$ cat config.mk
export PLATFORM = sky130hd
export DESIGN_NAME = mac_pipe
export DESIGN_NICKNAME = d
export VERILOG_FILES = /design/src/rtl/mac_pipe_pkg.sv /design/src/rtl/mac_sat_add.sv /design/src/rtl/mac_pipe.sv
export SDC_FILE = /design/constraint.sdc
export NUM_CORES = 1
export LEC_CHECK = 0
export CORE_MARGIN = 1
export CORE_UTILIZATION = 50
export DETAILED_ROUTE_END_ITERATION = 12
export PLACE_DENSITY = 0.77
export SYNTH_ARGS = -nofsm -noshare
export SYNTH_HDL_FRONTEND = slang
export SYNTH_HIERARCHICAL = 1
export SYNTH_SLANG_ARGS = --single-unit
$ cat constraint.sdc
create_clock -name clk -period 11.9 [get_ports clk]
set_input_delay 2.38 -clock clk [delete_from_list [all_inputs] [get_ports clk]]
set_output_delay 2.38 -clock clk [all_outputs]
set_load 0.02 [all_outputs]
$ cat src/rtl/mac_pipe_pkg.sv
// -----------------------------------------------------------------------------
// mac_pipe_pkg
//   Shared definitions for the mac_pipe multiply-accumulate pipeline:
//     - DEFAULT_WIDTH / DEFAULT_ACC_W : default operand and accumulator widths
//     - mode_e                        : operation select (load or accumulate)
//     - stage_ctrl_t                  : control word carried down each stage
//     - STAGE_IDLE                    : reset / bubble value of stage_ctrl_t
// -----------------------------------------------------------------------------
package mac_pipe_pkg;

  localparam int DEFAULT_WIDTH = 8;
  localparam int DEFAULT_ACC_W = 2 * DEFAULT_WIDTH + 4;

  // MODE_LOAD : result = a*b + c
  // MODE_ACC  : result = previous valid result + a*b
  typedef enum logic {
    MODE_LOAD = 1'b0,
    MODE_ACC  = 1'b1
  } mode_e;

  // Control word that travels alongside the data in every stage.
  // valid=0 marks a bubble; mode is don't-care for a bubble.
  typedef struct packed {
    logic  valid;
    mode_e mode;
  } stage_ctrl_t;

  localparam stage_ctrl_t STAGE_IDLE = '{valid: 1'b0, mode: MODE_LOAD};

endpackage

$ cat src/rtl/mac_sat_add.sv
// -----------------------------------------------------------------------------
// mac_sat_add
//   Combinational ACC_W-bit unsigned adder for the final pipeline stage.
//   The sum is formed at ACC_W+1 bits; the carry-out is the overflow flag.
//
//   Configuration macro: MAC_PIPE_SAT_EN
//     defined   : on overflow the result saturates to all ones
//     undefined : the result wraps modulo 2^ACC_W (overflow still reported)
//
// Ports
//   base_i   in  ACC_W  first operand (addend c or running accumulator)
//   addend_i in  ACC_W  second operand (zero-extended product)
//   sum_o    out ACC_W  result (wrapped or saturated)
//   ovf_o    out 1      exact sum exceeded 2^ACC_W-1
// -----------------------------------------------------------------------------
module mac_sat_add #(
  parameter int ACC_W = 20
) (
  input  logic [ACC_W-1:0] base_i,
  input  logic [ACC_W-1:0] addend_i,
  output logic [ACC_W-1:0] sum_o,
  output logic             ovf_o
);

  logic [ACC_W:0] sum_full;

  always_comb begin
    sum_full = {1'b0, base_i} + {1'b0, addend_i};
    ovf_o    = sum_full[ACC_W];
`ifdef MAC_PIPE_SAT_EN
    sum_o    = sum_full[ACC_W] ? {ACC_W{1'b1}} : sum_full[ACC_W-1:0];
`else
    sum_o    = sum_full[ACC_W-1:0];
`endif
  end

endmodule

$ cat src/rtl/mac_pipe.sv
// -----------------------------------------------------------------------------
// mac_pipe
//   Three-stage unsigned multiply-accumulate pipeline with valid/ready
//   handshakes on both sides.
//
//     S1 : registers a, b, c, mode and valid of an accepted beat
//     S2 : registers the 2*WIDTH product, delays c and mode
//     S3 : registers the sum, ovf and valid (output register)
//
//   Latency is 3 cycles from acceptance to out_valid_o with no stall.
//   The accumulator is the S3 result register itself: it only updates on a
//   valid beat, so it always holds the last valid result, and a MODE_ACC beat
//   in S2 reads the value produced on the immediately preceding cycle with no
//   extra forwarding path.
//
//   Handshake semantics (both ports):
//     A beat transfers on a rising edge where valid and ready are both 1.
//     Downstream: stall = out_valid_o & ~out_ready_i. While stalled, every
//     stage holds and in_ready_o is 0. in_ready_o = ~stall (and 0 during
//     reset), giving one beat per cycle when out_ready_i stays high.
//
//   Configuration macro: MAC_PIPE_SAT_EN (saturate on overflow; see
//   mac_sat_add). Undefined by default: results wrap, ovf still reported.
//
// Ports
//   clk          in  1      clock, rising edge
//   rst_n        in  1      asynchronous active-low reset
//   a_i, b_i     in  WIDTH  unsigned multiplicand / multiplier
//   c_i          in  ACC_W  addend, used only for MODE_LOAD
//   mode_i       in  1      0 = a*b+c, 1 = accumulator + a*b
//   in_valid_i   in  1      input beat valid
//   in_ready_o   out 1      pipeline can accept a beat
//   out_valid_o  out 1      data_out_o / ovf_o hold a result
//   out_ready_i  in  1      downstream accepts the result
//   data_out_o   out ACC_W  result
//   ovf_o        out 1      the result on data_out_o overflowed
// -----------------------------------------------------------------------------
module mac_pipe
  import mac_pipe_pkg::*;
#(
  parameter int WIDTH = DEFAULT_WIDTH,
  parameter int ACC_W = DEFAULT_ACC_W   // must be >= 2*WIDTH
) (
  input  logic             clk,
  input  logic             rst_n,
  input  logic [WIDTH-1:0] a_i,
  input  logic [WIDTH-1:0] b_i,
  input  logic [ACC_W-1:0] c_i,
  input  logic             mode_i,
  input  logic             in_valid_i,
  output logic             in_ready_o,
  output logic             out_valid_o,
  input  logic             out_ready_i,
  output logic [ACC_W-1:0] data_out_o,
  output logic             ovf_o
);

  // ---------------------------------------------------------------------------
  // Stage registers
  // ---------------------------------------------------------------------------
  stage_ctrl_t            s1_ctrl_q, s1_ctrl_d;
  logic [WIDTH-1:0]       s1_a_q, s1_a_d;
  logic [WIDTH-1:0]       s1_b_q, s1_b_d;
  logic [ACC_W-1:0]       s1_c_q, s1_c_d;

  stage_ctrl_t            s2_ctrl_q, s2_ctrl_d;
  logic [2*WIDTH-1:0]     s2_prod_q, s2_prod_d;
  logic [ACC_W-1:0]       s2_c_q, s2_c_d;

  logic                   out_valid_q, out_valid_d;
  logic [ACC_W-1:0]       data_q, data_d;      // also the accumulator
  logic                   ovf_q, ovf_d;

  // ---------------------------------------------------------------------------
  // Flow control
  // ---------------------------------------------------------------------------
  logic stall;
  logic advance;
  logic accept;

  assign stall      = out_valid_q & ~out_ready_i;
  assign advance    = ~stall;
  // Gated by rst_n so nothing is offered as accepted while reset is held.
  assign in_ready_o = rst_n & ~stall;
  assign accept     = in_valid_i & in_ready_o;

  // ---------------------------------------------------------------------------
  // S3 adder: MODE_ACC adds onto the current result register, which already
  // contains the previous cycle's result when beats are back-to-back.
  // ---------------------------------------------------------------------------
  logic [ACC_W-1:0] add_base;
  logic [ACC_W-1:0] add_addend;
  logic [ACC_W-1:0] add_sum;
  logic             add_ovf;

  assign add_base   = (s2_ctrl_q.mode == MODE_ACC) ? data_q : s2_c_q;
  assign add_addend = ACC_W'(s2_prod_q);

  mac_sat_add #(
    .ACC_W (ACC_W)
  ) u_sat_add (
    .base_i   (add_base),
    .addend_i (add_addend),
    .sum_o    (add_sum),
    .ovf_o    (add_ovf)
  );

  // ---------------------------------------------------------------------------
  // Next-state logic
  // ---------------------------------------------------------------------------
  always_comb begin
    s1_ctrl_d   = s1_ctrl_q;
    s1_a_d      = s1_a_q;
    s1_b_d      = s1_b_q;
    s1_c_d      = s1_c_q;
    s2_ctrl_d   = s2_ctrl_q;
    s2_prod_d   = s2_prod_q;
    s2_c_d      = s2_c_q;
    out_valid_d = out_valid_q;
    data_d      = data_q;
    ovf_d       = ovf_q;

    if (advance) begin
      // S1: capture operands only for a real beat; a bubble just clears valid.
      s1_ctrl_d.valid = accept;
      s1_ctrl_d.mode  = mode_e'(mode_i);
      if (accept) begin
        s1_a_d = a_i;
        s1_b_d = b_i;
        s1_c_d = c_i;
      end

      // S2: operands widened first so the product is computed at 2*WIDTH.
      s2_ctrl_d = s1_ctrl_q;
      s2_prod_d = {{WIDTH{1'b0}}, s1_a_q} * {{WIDTH{1'b0}}, s1_b_q};
      s2_c_d    = s1_c_q;

      // S3: result and ovf only change on a valid beat, so bubbles leave the
      // accumulator and the visible output untouched.
      out_valid_d = s2_ctrl_q.valid;
      if (s2_ctrl_q.valid) begin
        data_d = add_sum;
        ovf_d  = add_ovf;
      end
    end
  end

  // ---------------------------------------------------------------------------
  // State registers
  // ---------------------------------------------------------------------------
  always_ff @(posedge clk or negedge rst_n) begin
    if (!rst_n) begin
      s1_ctrl_q   <= STAGE_IDLE;
      s1_a_q      <= '0;
      s1_b_q      <= '0;
      s1_c_q      <= '0;
      s2_ctrl_q   <= STAGE_IDLE;
      s2_prod_q   <= '0;
      s2_c_q      <= '0;
      out_valid_q <= 1'b0;
      data_q      <= '0;
      ovf_q       <= 1'b0;
    end else begin
      s1_ctrl_q   <= s1_ctrl_d;
      s1_a_q      <= s1_a_d;
      s1_b_q      <= s1_b_d;
      s1_c_q      <= s1_c_d;
      s2_ctrl_q   <= s2_ctrl_d;
      s2_prod_q   <= s2_prod_d;
      s2_c_q      <= s2_c_d;
      out_valid_q <= out_valid_d;
      data_q      <= data_d;
      ovf_q       <= ovf_d;
    end
  end

  assign out_valid_o = out_valid_q;
  assign data_out_o  = data_q;
  assign ovf_o       = ovf_q;

endmodule

==> results.md, run 1 <==
- Maximum clock frequency: 144 MHz
- Vias: 4987
- Unrepaired setup endpoints after global routing: no
- Core Area: 13500 um2
- Setup_tns: 0 ns
- DRT Pass-1 Iters: 4
- Fin nets: 886
- # setup viols final: 0
- Worst setup endpoint: in_ready_o
- Via-per-instance ratio: 5.35
- Worst Setup SP: out_ready_i
- Height of the die: 121 um
- Area leader, netlist: dfrtp_1
- Die area: 14600 um2
- Hold Crit Class: reg2reg
- Antenna diodes: 0
- Clk Tree Root Cell: clkbuf_16
- Initial core utilization: 52.1%
- Worst-Margin Slew: 1.02 ns
- Share of cells above drive strength 1: 14.4%
- Post-DR wirelength/cell: 15.2 um
- Postcts setup bufs: 0
- Clk buf depth: 2
- Setup crit start kind: input pin
- Final Hold Fails: 0
- Placement row count: 42
- First-pass GRT wire length: 24.3 mm
- Async SR Flop Fraction: 100%
- Post-synth EDFFs: 0
- Synth cell types: 57
- Post-CTS sizing: 0
- Number of global-route vias before repair: 5142
- Slew Viols, Final: 0
- Most common cell in the netlist: nand2_1
- Mapped cell area: 7040 um2
- RR Endpoint: s2_prod_q[12]
- Seq/Total Area, Yosys: 34.8%
- DR iter-0 viols: 181
- CTS Sinks: 98
- GRT overflow: 0
- Top post-synthesis cells by area: dfrtp_1, mux2_2, fa_1
- Total GRT Usage: 21.3%
- Filler cells: 1112
- Port bufs: 63
- Worst slew margin: 31.8%
- H-tree levels: 3
- Max_cap viols: 0
- Antenna violations before repair: 0
- Reg2Reg Setup Slack: 7.53 ns
- Pin count of the biggest net entering global routing: 55
- Reg2reg path depth: 15
- Critical setup path kind: in2out
- Area Overhead vs Synth: 15.4%
- DRC viols: 0
- CTS tree: done
- Status: finished, final reports clean
- Antenna viol nets, final: 0
- Avg Inst Size Synth: 10.1 um2
- Yosys top cell area share: 34.8%
- Crit path time final: 6.96 ns
- Critical path capture point type: output port
- Leading cell types by count after synthesis: nand2_1, dfrtp_1, mux2_2, ha_1, inv_1
- DP HPWL: 10.6 mm
- RePlAce Congestion: 0.846
- Worst EP arrival: 4.58 ns
- Die width: 121 um
- TritonCTS Buffers: 9
- Synthesized flop and latch total: 98
- Cts-stage hold buffer count: 0
- Worst r2r src: s1_b_q[4]
- Clock transition at path regs: 0.07 ns
- Total Wirelength: 14.2 mm
- Synth Flop Type: dfrtp_1
- Max Clock Skew: 0.0120 ns
- Syn Inst Count: 697
- Maximum fanout along the worst path: 51
- Num ports: 64
- Final clock period utilization by the worst path: 58.5%
- Worst skew pair latency: 0.36 ns
- YS warnings: 6
- CP required: 9.52 ns
[metrics by stage]
stage	cells	area, um2	utilization [%]	hold slack, ns	setup slack [ns]
final	933	8120	60.1	0.469	4.94
after floorplan	700	7050	-	0.435	6.70
after global routing	933	8120	60.1	0.494	4.82
after detailed placement	917	7790	57.7	0.456	4.89
after CTS	933	8120	60.1	0.472	4.88
after global placement	917	7790	57.7	0.450	4.95
[state kept, by name, summed over array words and instances (netlist names)]
name and count:
s1_c_q 20, s2_c_q 20, s2_ctrl_q 2, ovf_o 1, s1_a_q 8, out_valid_o 1, s1_b_q 8, s2_prod_q 16
s1_ctrl_q 2, data_out_o 20
[logic make-up after synthesis]
kind of cell               synth area share (%)
other                                    0.0533
AOI/OAI and AO/OA                          8.87
buffers and inverters                      4.55
xor gates and xnor gates                   3.11
DFF                                        34.8
muxes                                      12.6
adders and majority gates                  20.5
and+or+nand+nor                            15.5
[how the worst min path moves through the flow]
stage | cells after the start | slack, ns | start | endpoint
after floorplan | 2 | 0.43 | s2_c_q[0] | s2_c_q[0]
after global placement | 2 | 0.45 | s2_c_q[5] | s2_c_q[5]
after detailed placement | 2 | 0.46 | s2_c_q[2] | s2_c_q[2]
after CTS | 2 | 0.47 | s2_c_q[12] | s2_c_q[12]
after global routing | 2 | 0.49 | s2_c_q[12] | s2_c_q[12]
final | 2 | 0.47 | s2_c_q[12] | s2_c_q[12]
[worst max-delay path: stages]
cell             delay, ns
clkdlybuf4s50_1       0.50
nand2b_2              0.77
and2_1                0.30
clkdlybuf4s50_1       0.62
[placed cells by master, fill, tap and decap left out, types with 2 or more instances in the layout]
| master | Yosys | routed |
|---|---|---|
| o211ai_2 | 2 | 2 |
| clkdlybuf4s50_1 | 0 | 62 |
| mux2i_1 | 2 | 2 |
| conb_1 | 1 | 4 |
| nor3_1 | 5 | 5 |
| bufinv_16 | 0 | 2 |
| a211o_1 | 2 | 2 |
| a211oi_1 | 4 | 4 |
| xor2_1 | 13 | 13 |
| clkbuf_16 | 0 | 9 |
| nor2_1 | 27 | 27 |
| and4_1 | 2 | 2 |
| nor4_1 | 2 | 2 |
| nand3_1 | 11 | 11 |
| dfrtp_1 | 98 | 98 |
| a31oi_1 | 2 | 2 |
| nand2_1 | 120 | 120 |
| mux2_2 | 76 | 76 |
| o21ai_1 | 7 | 7 |
| a21o_1 | 12 | 12 |
| fa_1 | 37 | 37 |
| o21a_1 | 2 | 2 |
| and2_1 | 50 | 50 |
| buf_4 | 0 | 3 |
| ha_1 | 56 | 56 |
| a21oi_1 | 32 | 32 |
| nand4_1 | 4 | 4 |
| clkinv_4 | 0 | 2 |
| nand2b_1 | 2 | 2 |
| xnor2_1 | 12 | 12 |
| nand3b_1 | 2 | 2 |
| inv_1 | 52 | 52 |
| o21ai_0 | 12 | 12 |
[area by class of cell]
class	instances	area, um2	area share (%)
Timing Repair Buffer	65	643	7.92
Clock inverter	5	86.3	1.06
Multi-Input combinational cell	526	4280	52.7
Inverter	52	195	2.40
Clock buffer	11	243	2.99
Sequential cell	98	2450	30.2
Tap cell	176	220	2.71
[metal layers]
layer | up-vias | part of all wire [%] | global-route usage (%)
li1 | 2456 | - | -
met1 | 2413 | 45 | 25.8
met2 | 101 | 51 | 38.3
met3 | 17 | 3.0 | 3.30
met4 | 0 | 1.7 | 7.56
met5 | - | 0 | 0
Power of run 1 is left out: the tool's default activity adds up to more than one toggle a clock period on the data nets, which glitch-free logic cannot reach.
==> run 2, diff against run 1 <==
- PLACE_DENSITY: 0.77 -> 0.8
- clock period: 11.9 -> 6.2 ns (I/O delays scaled with it)
==> run 2 against run 1 <==
Cell area decreased by 0.23%. Clock-buffer cell count is the same. Clock skew increased by 0.0015 ns. Cell count increased by 0.21%. Critical endpoint unchanged. First-iteration DRC count up 38%. Non-clock buffer count grew 2. Hold slack better by 0.0012 ns. Wire length increased by 3.1%. Register-to-register slack worse by 5.7 ns.
==> results.md, run 2 (synthesis results as in run 1) <==
- Max Clock Skew: 0.0134 ns (+0.00145 ns)
- GRT overflow: 0 (unchanged)
- RePlAce Congestion: 0.853 (+0.90%)
- Most common cell after layout, fill and taps aside: nand2_1
- Status: finished, final reports clean
- Critical path depth: 5 (+1)
- Reg2Reg Setup Slack: 1.81 ns (-5.72 ns)
- Max_cap viols: 0 (unchanged)
- Antenna violations before repair: 0 (unchanged)
- Worst slew margin: 34.1% (+2.3 points)
- Setup_tns: 0 ns (unchanged)
- Fin nets: 888 (+0.23%)
- Port bufs: 63 (unchanged)
- Hold path depth: 2 (unchanged)
- Most frequent cells in the layout: nand2_1, dfrtp_1, mux2_2
- Setup crit start kind: input pin
- Total GRT Usage: 22.2% (+0.87 points)
- Total Wirelength: 14.7 mm (+3.1%)
- Placement row count: 42 (unchanged)
- Initial core utilization: 52.1% (unchanged)
- Maximum fanout along the worst path: 51 (unchanged)
- CTS tree: done
- TritonCTS Buffers: 9 (unchanged)
- Worst EP arrival: 3.20 ns (-1.38 ns)
- Critical path's largest stage delay: 0.62 ns (-0.15 ns)
- Unrepaired setup endpoints after global routing: no
- Share of cells above drive strength 1: 14.5% (+0.094 points)
- Finished Core Util: 60.0% (-0.14 points)
- Crit path cell chain: clkdlybuf4s50_1 -> nand2b_2 -> buf_4 -> and2_1 -> clkdlybuf4s50_1
- Multi-input logic area: 4280 um2 (unchanged)
- Final clock period utilization by the worst path: 71.6%
- Hold Crit Class: reg2reg
- Crit path time final: 4.44 ns
- Worst-Margin Slew: 0.986 ns (-0.0347 ns)
- Post-DR wirelength/cell: 15.7 um (+2.9%)
- Core Area: 13500 um2 (unchanged)
- CP required: 4.96 ns (-4.56 ns)
- Via-per-instance ratio: 5.45 (+2.0%)
- Cell class contributing the biggest share of worst-path delay: buffers and inverters
- DRT Pass-1 Iters: 4 (unchanged)
- DRC viols: 0 (unchanged)
- Critical setup path kind: in2out
- DP HPWL: 10.9 mm (+3.0%)
- Num ports: 64 (unchanged)
- Clk buf depth: 2 (unchanged)
- Clk Tree Root Cell: clkbuf_16
- CTS Sinks: 98 (unchanged)
- Clock transition at path regs: 0.06 ns (about the same)
- Number of global-route vias before repair: 5365 (+4.3%)
- Worst skew pair latency: 0.36 ns (about the same)
- Die area: 14600 um2 (unchanged)
- Post-CTS sizing: 0 (unchanged)
- Area Overhead vs Synth: 15.1%
- Critical hold path startpoint: s2_c_q[1]
- CP bufs+invs: 3 (+1)
- Height of the die: 121 um (unchanged)
- DR iter-0 viols: 249 (+38%)
- Slew Viols, Final: 0 (unchanged)
- Vias: 5098 (+2.2%)
- Final Hold Fails: 0 (unchanged)
- Critical path capture point type: output port
- RR Endpoint: s2_prod_q[14]
- Slowest library cell on the worst path: clkdlybuf4s50_1
- Worst Hold Endpoint: s2_c_q[1]
- First-pass GRT wire length: 25.5 mm (+4.9%)
- Cts-stage hold buffer count: 0 (unchanged)
- Maximum clock frequency: 225 MHz
- # setup viols final: 0 (unchanged)
- Reg2reg path depth: 15 (unchanged)
- Storage cell area: 2450 um2 (unchanged)
- Antenna viol nets, final: 0 (unchanged)
- H-tree levels: 3 (unchanged)
- Filler cells: 1102 (-0.90%)
- Cell mode on critical path: clkdlybuf4s50_1
- Die width: 121 um (unchanged)
- Pin count of the biggest net entering global routing: 67 (+22%)
- Antenna diodes: 0 (unchanged)
- Postcts setup bufs: 0 (unchanged)
- Worst r2r src: s1_b_q[4]
-- run 2: layout make-up --
class	instances	share of cell area, %
timing repair buffer	67	8.12
tap	176	2.72
clock inverter	5	0.772
sequential	98	30.3
inverter	52	2.41
multi-input combinational	526	52.8
clock buffer	11	2.87
-- run 2: worst register-to-register path, stage by stage (launching register included) --
cell      delay [ns]
dfrtp_1         0.47
and2_1          0.22
fa_1            0.55
inv_1           0.05
fa_1            0.47
inv_1           0.06
fa_1            0.53
inv_1           0.05
fa_1            0.53
inv_1           0.05
ha_1            0.37
a21oi_1         0.20
o211ai_2        0.14
a21boi_1        0.28
nor2_1          0.09
a211oi_1        0.23
-- run 2: worst max-delay path by stage --
stage                         end         from  slack (ns)
floorplan           s2_prod_q[12]    s1_b_q[4]        2.15
global placement       in_ready_o  out_ready_i        1.79
detailed placement     in_ready_o  out_ready_i        1.74
CTS                    in_ready_o  out_ready_i        1.74
global route        s2_prod_q[10]    s1_b_q[4]        1.59
finish                 in_ready_o  out_ready_i        1.76
-- run 2: through the flow --
step	hold slack (ns)	setup WS [ns]	std cells	area, um2
global route	0.494	1.59	935	8100
global placement	0.446	1.79	919	7810
CTS	0.466	1.74	935	8100
finish	0.470	1.76	935	8100
floorplan	0.435	2.15	700	7050
detailed placement	0.452	1.74	919	7810
-- run 2: layer usage --
layer  up-vias  GRT usage [%]  wire length, um
li1       2459              -                -
met1      2487           26.9             6370
met2       128           39.7             7440
met3        24           4.81              592
met4         0           6.10              248
met5         -              0                0
Power of run 2 is left out for the same reason.
